===== config.mk =====
export PLATFORM = sky130hd
export DESIGN_NAME = shift_ctrl_sequencer
export DESIGN_NICKNAME = d
export VERILOG_FILES = /design/src/rtl/shift_ctrl_sequencer.sv
export SDC_FILE = /design/constraint.sdc
export NUM_CORES = 1
export LEC_CHECK = 0
export BUFFER_PORTS_ARGS = -buffer_cell sky130_fd_sc_hd__buf_2
export CAP_MARGIN = 0
export CORE_MARGIN = 1.5
export CORE_UTILIZATION = 35
export DETAILED_ROUTE_END_ITERATION = 10
export GPL_TIMING_DRIVEN = 0
export HOLD_SLACK_MARGIN = 0.15
export SLEW_MARGIN = 20
export SYNTH_ARGS = -nofsm -noshare
export SYNTH_HDL_FRONTEND = slang
export SYNTH_SLANG_ARGS = --single-unit

===== constraint.sdc =====
create_clock -name clock -period 3.8 [get_ports clock]
set_input_delay 0.76 -clock clock [delete_from_list [all_inputs] [get_ports clock]]
set_output_delay 0.76 -clock clock [all_outputs]
set_load 0.02 [all_outputs]

===== src/rtl/shift_ctrl_sequencer.sv =====
// Command sequencer for the 4-bit rotate/shift register: runs one load or N shift
// steps per accepted command, holding the register by reloading Q_fb between steps.
module shift_ctrl_sequencer #(
  parameter int TICK_DIV = 4
) (
  input  logic       clock,
  input  logic       reset,
  input  logic       cmd_valid,
  output logic       cmd_ready,
  input  logic [1:0] cmd_op,
  input  logic [3:0] cmd_data,
  input  logic [3:0] cmd_count,
  input  logic [3:0] Q_fb,
  output logic       ParallelLoadn,
  output logic       RotateRight,
  output logic       ASRight,
  output logic [3:0] Data_IN,
  output logic       busy,
  output logic       done
);

  typedef enum logic [1:0] {
    IDLE = 2'd0,
    LOAD = 2'd1,
    STEP = 2'd2,
    DONE = 2'd3
  } state_t;

  state_t     r_state;
  logic [3:0] r_div;
  logic [3:0] r_remaining;
  logic [3:0] r_data;
  logic [1:0] r_op;

  logic w_accept;
  logic w_tick;

  assign w_accept = cmd_valid && (r_state == IDLE);
  // With TICK_DIV=1 the divider stays at 0, so every STEP cycle is a tick.
  assign w_tick   = (r_state == STEP) && (r_div == 4'(TICK_DIV - 1));

  always_ff @(posedge clock) begin
    if (reset) begin
      r_state     <= IDLE;
      r_div       <= 4'd0;
      r_remaining <= 4'd0;
      r_op        <= 2'b00;
      r_data      <= 4'd0;
    end else begin
      case (r_state)
        IDLE: begin
          if (w_accept) begin
            r_op        <= cmd_op;
            r_data      <= cmd_data;
            r_remaining <= cmd_count;
            r_div       <= 4'd0;
            if (cmd_op == 2'b00)
              r_state <= LOAD;
            else if (cmd_count == 4'd0)
              r_state <= DONE;
            else
              r_state <= STEP;
          end
        end
        LOAD: r_state <= DONE;
        STEP: begin
          if (w_tick) begin
            r_div       <= 4'd0;
            r_remaining <= r_remaining - 4'd1;
            if (r_remaining == 4'd1)
              r_state <= DONE;
          end else begin
            r_div <= r_div + 4'd1;
          end
        end
        DONE: r_state <= IDLE;
        default: r_state <= IDLE;
      endcase
    end
  end

  // Default drive is HOLD: reload the register with its own output.
  always_comb begin
    cmd_ready     = (r_state == IDLE);
    busy          = (r_state != IDLE);
    done          = (r_state == DONE);
    ParallelLoadn = 1'b0;
    RotateRight   = 1'b0;
    ASRight       = 1'b0;
    Data_IN       = Q_fb;
    if (r_state == LOAD) begin
      Data_IN = r_data;
    end else if (w_tick) begin
      ParallelLoadn = 1'b1;
      RotateRight   = (r_op == 2'b01) || (r_op == 2'b11);
      ASRight       = (r_op == 2'b11);
    end
  end

endmodule


## Yosys cells after proc, flatten, opt, wreduce, memory -nomap -nowiden

Index checks and enable logic that the tools add are counted.
W data, S select, Z words.

- Reduce and logical (&&, ||, !) cells: 12
- Add/sub/neg operators: 2
- Eq/ne operators: 10
- Mux-type cells: 19

Operators with widths:

| operator | count |
|---|---|
| $mux W4 | 5 |
| $pmux W4 S2 | 2 |
| $mux W2 | 4 |
| $pmux W2 S4 | 1 |
| $mux W1 | 7 |
| $eq A2 B2 Y1 const B | 3 |
| $reduce_and A3 Y1 | 2 |
| $add A4 B1 Y4 const B | 1 |
| $eq A2 B1 Y1 const B | 2 |
| $eq A4 B1 Y1 const B | 1 |
| $eq A4 B2 Y1 const B | 1 |
| $logic_not A2 Y1 | 2 |
| $logic_not A4 Y1 | 1 |
| $ne A2 B1 Y1 const B | 2 |
| $reduce_and A2 Y1 | 2 |
| $reduce_bool A2 Y1 | 2 |
| $sub A4 B1 Y4 const B | 1 |
| $logic_and A1 B1 Y1 | 2 |
| $ne A2 B2 Y1 const B | 1 |
| $logic_or A1 B1 Y1 | 1 |

- Bits of input ports: 17
- Word-level logic and storage cells: 48
- Bits in registers: 16
- Output and inout bits: 10

## Logic depth before layout (Yosys ltp)

Gate-level depths: netlist (run 1).

- Depth in word-level cells: 5
- Mapped depth: 7
- Mapped depth without buffers: 5

## Worst setup path after synthesis (run 1)

OpenSTA, ideal clock, no wires.

- Path type: reg2out
- Start: register r_state[0]
- End: output ASRight
- Path buffers: 1
- Slack: 1.197 ns
- Arrival: 1.843 ns
- Cell stages (with the launch flop): 7
- Data required time: 3.040 ns
- Path through: dfxtp_1 -> inv_1 -> ha_1 -> buf_4 -> nand2_1 -> nor4_1 -> and3_1

- Longest elaborated chain between the ends: 4
- Elaborated cells between the ends (all ways): 5
- Those cells by class: eq/ne (2); mux (2); reduce/logical (1)

RTL lines:

| element | line | text |
|---|---|---|
| start, declared | 29 | `state_t r_state;` |
| start signal, assigned | 44 | `r_state <= IDLE;` |
| start signal, assigned | 58 | `r_state <= LOAD;` |
| start signal, assigned | 60 | `r_state <= DONE;` |
| $eq A2 B2 Y1 | 40 | `assign w_tick = (r_state == STEP) && (r_div == 4'(TICK_DIV - 1));` |
| $logic_and A1 B1 Y1 | 40 |  |
| $mux W1 | 93 | `end else if (w_tick) begin` |
| $mux W1 * | 91 | `if (r_state == LOAD) begin` |
| end, declared | 16 | `output logic ASRight,` |

Mark *: on every way between the ends. The rest lies on a longest branch, timed or not.

## Worst setup path in the final report (run 1)

- Start: register r_state[1]
- End: output ASRight

The elaborated chain is that of the path after synthesis.

==> results of run 1 <==
-- layer usage --
metal	track usage	share of wire	up-vias	routed length, µm
met5	0	0	-	0
met4	0.0399	0.0072	0	17
met3	0.0431	0.033	2	77
met2	0.271	0.51	14	1200
met1	0.203	0.45	433	1070
li1	-	-	493	-
-- cell type report --
| class | instances | area (µm²) |
|---|---|---|
| timing repair buffer | 26 | 130 |
| multi-input combinational | 86 | 612 |
| sequential | 16 | 320 |
| inverter | 9 | 33.8 |
| fill | 285 | 1530 |
| tap | 31 | 38.8 |
| clock buffer | 4 | 36.3 |
| buffer | 7 | 52.6 |
-- placed cells by master, fill, tap and decap left out, drive strengths merged, types with 2 or more instances in the layout --
| cell | n |
|---|---|
| a211oi | 4 |
| a21o | 2 |
| a21oi | 8 |
| buf | 31 |
| clkbuf | 6 |
| dfxtp | 16 |
| ha | 8 |
| inv | 9 |
| mux2 | 4 |
| mux2i | 5 |
| nand2 | 15 |
| nand3 | 8 |
| nor2 | 2 |
| nor2b | 4 |
| nor4 | 3 |
| o21ai | 3 |
| o32ai | 2 |
| or3b | 2 |
-- metrics by stage --
stage                     cell area (µm²)  setup WS [ns]  hold WS, ns
after floorplan                      1020           1.20        0.432
after CTS                            1220           1.18        0.459
after global routing                 1220           1.03        0.484
after detailed placement             1190           1.51        0.444
final                                1220           1.18        0.458
after global placement               1190           1.60        0.443
-- flip-flops by register name, summed over array words and instances (netlist names) --
| name | flops |
|---|---|
| r_div | 4 |
| r_state | 2 |
| r_remaining | 4 |
| r_op | 2 |
| r_data | 4 |
-- how the worst min path moves through the flow --
stage	depth (start not counted)	endpoint
after floorplan	2	r_op[1]
after detailed placement	2	r_op[1]
after global routing	2	r_data[3]
after global placement	2	r_op[1]
after CTS	2	r_op[1]
final	2	r_op[1]
-- power breakdown --
| group | internal (mW) | leakage (nW) | switching (mW) | total (mW) |
|---|---|---|---|---|
| combinational | 0.144 | 0.390 | 0.178 | 0.322 |
| sequential | 0.207 | 0.131 | 0.0348 | 0.242 |
| clock | 0.0584 | 0.0210 | 0.0569 | 0.115 |
| total | 0.409 | 0.542 | 0.270 | 0.679 |
-- kinds of logic after synthesis --
group                    synth area share
adder cells (fa/ha/maj)            0.0983
buffers and inverters              0.0848
AO/OA/AOI/OAI                       0.186
multiplexers                       0.0934
flip-flops                          0.314
AND/OR/NAND/NOR                     0.224
-- worst max-delay path, cell delays in order (launching register included) --
cell	delay, ns
dfxtp_1	0.41
inv_1	0.09
ha_1	0.28
nor4_1	0.41
and3_1	0.22
buf_2	0.16
==> flow_summary.ini, run 1 <==
[outcome]
outcome = finished, final reports clean

[worst_setup_path]
startpoint_type = register
rr_startpoint = r_div[0]
startpoint = r_state[1]
cp_max_fo = 5
arrival_ns = 1.86
criticalPathCategory = register to output pin
r2r-end = r_state[1]
critPathRequiredTime_ns = 3.04
crit_end = ASRight
r2r_slack_ns = 1.91
r2r_cells = 5
critPathCaptureType = output pin

[floorplanning]
die-area_um2 = 3240
boundaryPins = 27
rows = 19
start_util = 0.369
design.core.area_um2 = 2760
dieHeight_um = 56.9
die_w_um = 56.9

[route]
drtIter0Drc = 31
drc = 0
routed_via_density = 5.26
drt-pass1-iter-count = 4
drt_wl_total_um = 2360
wl_per_cell_um = 13.2
vias = 942
ant_nets = 0

[sta]
fmax_ghz = 0.382
slew_viol_final = 0
fin_crit_sh = 0.689
slew-limit-headroom = 0.648
setup_tns_ns = 0
skew_ns = 0.00670
hold_viol_final = 0
period_needed_ns = 2.62
tightest_slew_ns = 0.529
setup_violations = 0
rsz0062_at_grt = false

[clocking]
cts_resized = 0
ctsHoldBuffers = 0
root_buffer = clkbuf_4
postCtsSetupRepairBufs = 0
clock_latency_ns = 0.29
cts_tree = built
cts.clk_slew.worst_paths_ns = 0.10
cts_sinks = 16
htree_levels = 1
ctsLongestPathBuffers = 2
cts_buffers = 3

[cells_and_area]
final_layout_size_suffix_gt1_frac = 0.277
syn2layout_area_growth_pct = 20.1
nNetsFinal = 174
final-instance-count-excl-fill = 179
n_antenna_cell = 0
utilization = 0.444

[yosys]
synth_cell_types = 36
synth.top_cell.area_share = 0.314
synth.most_common_cell = dfxtp_1
synth.avg_cell_area_um2 = 8.63
synth_ff_type = dfxtp_1
synth_common_cells = dfxtp_1, nand2_1, inv_1
syn_inst = 118
synth_edf_count = 0
synth_top_area_cell = dfxtp_1
ys_seq_area_frac = 0.314
ys_ff_latch = 16
yosysWarnings = 0
synthesis.nets = 143
synthTopCellsByArea = dfxtp_1, ha_1, nand2_1, mux2i_1, mux2_2
netlist_area_um2 = 1020
synthArstFlopShare = 0

[global_route]
grt_pass1_wl_um = 4080
grt-ovfl-total = 0
grt_max_degree = 11
grt_antenna_before_repair = 0
grt_pass1_vias = 938
grt_use_total = 0.160

[pwr]
p_per_area_nw_per_um2 = 555
finalPower_uw = 679
ir_drop_mv = 0.424
power_leakage_nw = 0.542

[job]
max-cap-violations = 0

[worst_hold_path]
min_from = r_op[1]
min_path_type = register to register

[place]
port_buffers = 26
placedCellCount = 175
hpwl_um = 1800
gp_congestion = 0.821
Power figures use the tool's default switching activity.
==> run 2, diff against run 1 <==
--- a/config.mk
+++ b/config.mk
@@ -5,6 +5,7 @@
 export SDC_FILE = /design/constraint.sdc
 export NUM_CORES = 1
 export LEC_CHECK = 0
+export ABC_AREA = 1
 export BUFFER_PORTS_ARGS = -buffer_cell sky130_fd_sc_hd__buf_2
 export CAP_MARGIN = 0
 export CORE_MARGIN = 1.5
==> constraint.sdc (replaced) <==
create_clock -name clock -period 2.4 [get_ports clock]
set_input_delay 0.48 -clock clock [delete_from_list [all_inputs] [get_ports clock]]
set_output_delay 0.48 -clock clock [all_outputs]
set_load 0.02 [all_outputs]
==> flow_summary.ini, run 2 <==
[outcome]
outcome = finished, final reports clean

[place]
port_buffers = 26
place_area_um2 = 1130
hpwl_um = 1650
gp_congestion = 0.735
detailedPlace.worstSlack_ns = 0.639
placedCellCount = 195

[floorplanning]
start_util = 0.378
dieHeight_um = 55.4
design.core.area_um2 = 2540
die_w_um = 55.4
rows = 18
boundaryPins = 27
die-area_um2 = 3070

[global_route]
grt_max_degree = 11
grt_use_total = 0.142
grt-ovfl-total = 0
grt_pass1_vias = 827
grt_antenna_before_repair = 0
grt_pass1_wl_um = 3550

[sta]
slew-limit-headroom = 0.820
slew_viol_final = 0
fin_crit_sh = 0.858
setup_tns_ns = 0
setup_violations = 0
period_needed_ns = 2.06
fmax_ghz = 0.485
skew_ns = 0.00707
tightest_slew_ns = 0.270
rsz0062_at_grt = false
hold_viol_final = 0
finalWorstSetupSlack_ns = 0.340

[yosys]
synth_common_cells = nor2_1, nand2_1, inv_1, dfxtp_1, o21ai_0
synth.avg_cell_area_um2 = 6.91
synthesis.nets = 164
syn_inst = 139
ys_seq_area_frac = 0.333
synth_top_area_cell = dfxtp_1
yosysWarnings = 0
synthTopCellsByArea = dfxtp_1, nor2_1, ha_1, nand2_1, inv_1
synth_ff_type = dfxtp_1
ys_ff_latch = 16
synth_edf_count = 0
synth_cell_types = 21
netlist_area_um2 = 961
synth.top_cell.area_share = 0.333
synthArstFlopShare = 0
synth.most_common_cell = nor2_1

[cells_and_area]
syn2layout_area_growth_pct = 19.8
final_cell_mix = nor2_1, buf_2, nand2_1
final_layout_size_suffix_gt1_frac = 0.244
final_cell_area_um2 = 1150
top_regs = r_data x4, r_div x4, r_remaining x4
final-instance-count-excl-fill = 198
n_antenna_cell = 0
nNetsFinal = 195

[worst_hold_path]
min_path_type = input pin to register

[worst_setup_path]
slowest_delay_ns = 0.34
startpoint = r_state[0]
r2r-end = r_div[0]
crit_path_top_delay_cell = dfxtp_1
cp_max_fo = 5
criticalPathCategory = register to output pin
critPathRequiredTime_ns = 1.92
crit_chain = inv_1 -> ha_1 -> nand3_1 -> nor2_1 -> and3_1 -> buf_2
startpoint_type = register
arrival_ns = 1.58
crit_end = ASRight
critPathCaptureType = output pin
rr_startpoint = r_state[0]
r2r_slack_ns = 0.82
r2r_cells = 7

[clocking]
cts_buffers = 3
ctsHoldBuffers = 0
postCtsSetupRepairBufs = 0
ctsLongestPathBuffers = 2
cts.clk_slew.worst_paths_ns = 0.09
cts_sinks = 16
clock_latency_ns = 0.28
cts_tree = built
htree_levels = 1
cts_resized = 0
root_buffer = clkbuf_4

[route]
drt-pass1-iter-count = 4
drt_wl_total_um = 2050
drc = 0
ant_nets = 0
drtIter0Drc = 20
vias = 945
routed_via_density = 4.77
wl_per_cell_um = 10.3

[job]
max-cap-violations = 0

[pwr]
power_leakage_nw = 0.567
p_per_area_nw_per_um2 = 1160
finalPower_mw = 1.34
ir_drop_mv = 0.682
## run 2: cell types whose count changed after synthesis, sizes merged, moves of 2 or more
cell,before,now
buf,5,1
nor2b,4,0
nor2,2,29
nor4,3,0
o21ai,3,13
a21o,2,0
nand3,8,10
mux2i,5,0
inv,9,17
o32ai,2,0
a211oi,4,0
or3b,2,0
nand2,15,26
## run 2: logic make-up (layout without fill, tap and decap cells)
kind of cell | after synthesis | count (layout) | synth area share
mux | 4 | 4 | 0.0469
simple gates | 67 | 67 | 0.289
buf+inv | 19 | 48 | 0.0768
flops | 16 | 16 | 0.333
compound gates | 24 | 24 | 0.141
xor+xnor | 1 | 1 | 0.00912
fa+ha+maj | 8 | 8 | 0.104
## run 2: through the flow
step	util	hold WS, ns
floorplan	-	0.440
global placement	0.443	0.456
detailed placement	0.443	0.474
CTS	0.452	0.393
global route	0.452	0.403
finish	0.452	0.402
## run 2: worst min path at each step
stage,startpoint,to,cells after the start
2_1_floorplan,r_op[0],r_op[0],2
3_3_place_gp,r_op[0],r_op[0],2
3_5_place_dp,r_data[2],r_data[2],2
4_1_cts,reset,r_remaining[3],2
5_1_grt,reset,r_remaining[3],2
6_report,reset,r_remaining[3],2
## run 2: worst max-delay path, delay by kind of cell (launching register included)
family / cells / cell delay [ns]
buf+inv: 2 / 0.28
fa+ha+maj: 1 / 0.27
simple gates: 3 / 0.41
flops: 1 / 0.34
## run 2: layout make-up
cell class	count	area (µm²)
tap	30	37.5
inverter	17	63.8
fill	284	1390
clock buffer	3	22.5
sequential	16	320
multi-input combinational	104	567
timing repair buffer	26	130
buffer	2	10.0
## run 2: layer usage
layer | vias up | global-route usage | routed length (µm)
li1 | 503 | - | -
met5 | - | 0 | 0
met2 | 28 | 0.235 | 939
met3 | 2 | 0.0351 | 128
met4 | 0 | 0.0418 | 10
met1 | 412 | 0.182 | 967
## run 2: power breakdown
part	switching (mW)	internal [mW]	total, mW
Combinational	0.509	0.287	0.796
Clock	0.0801	0.0581	0.138
Sequential	0.0536	0.349	0.402
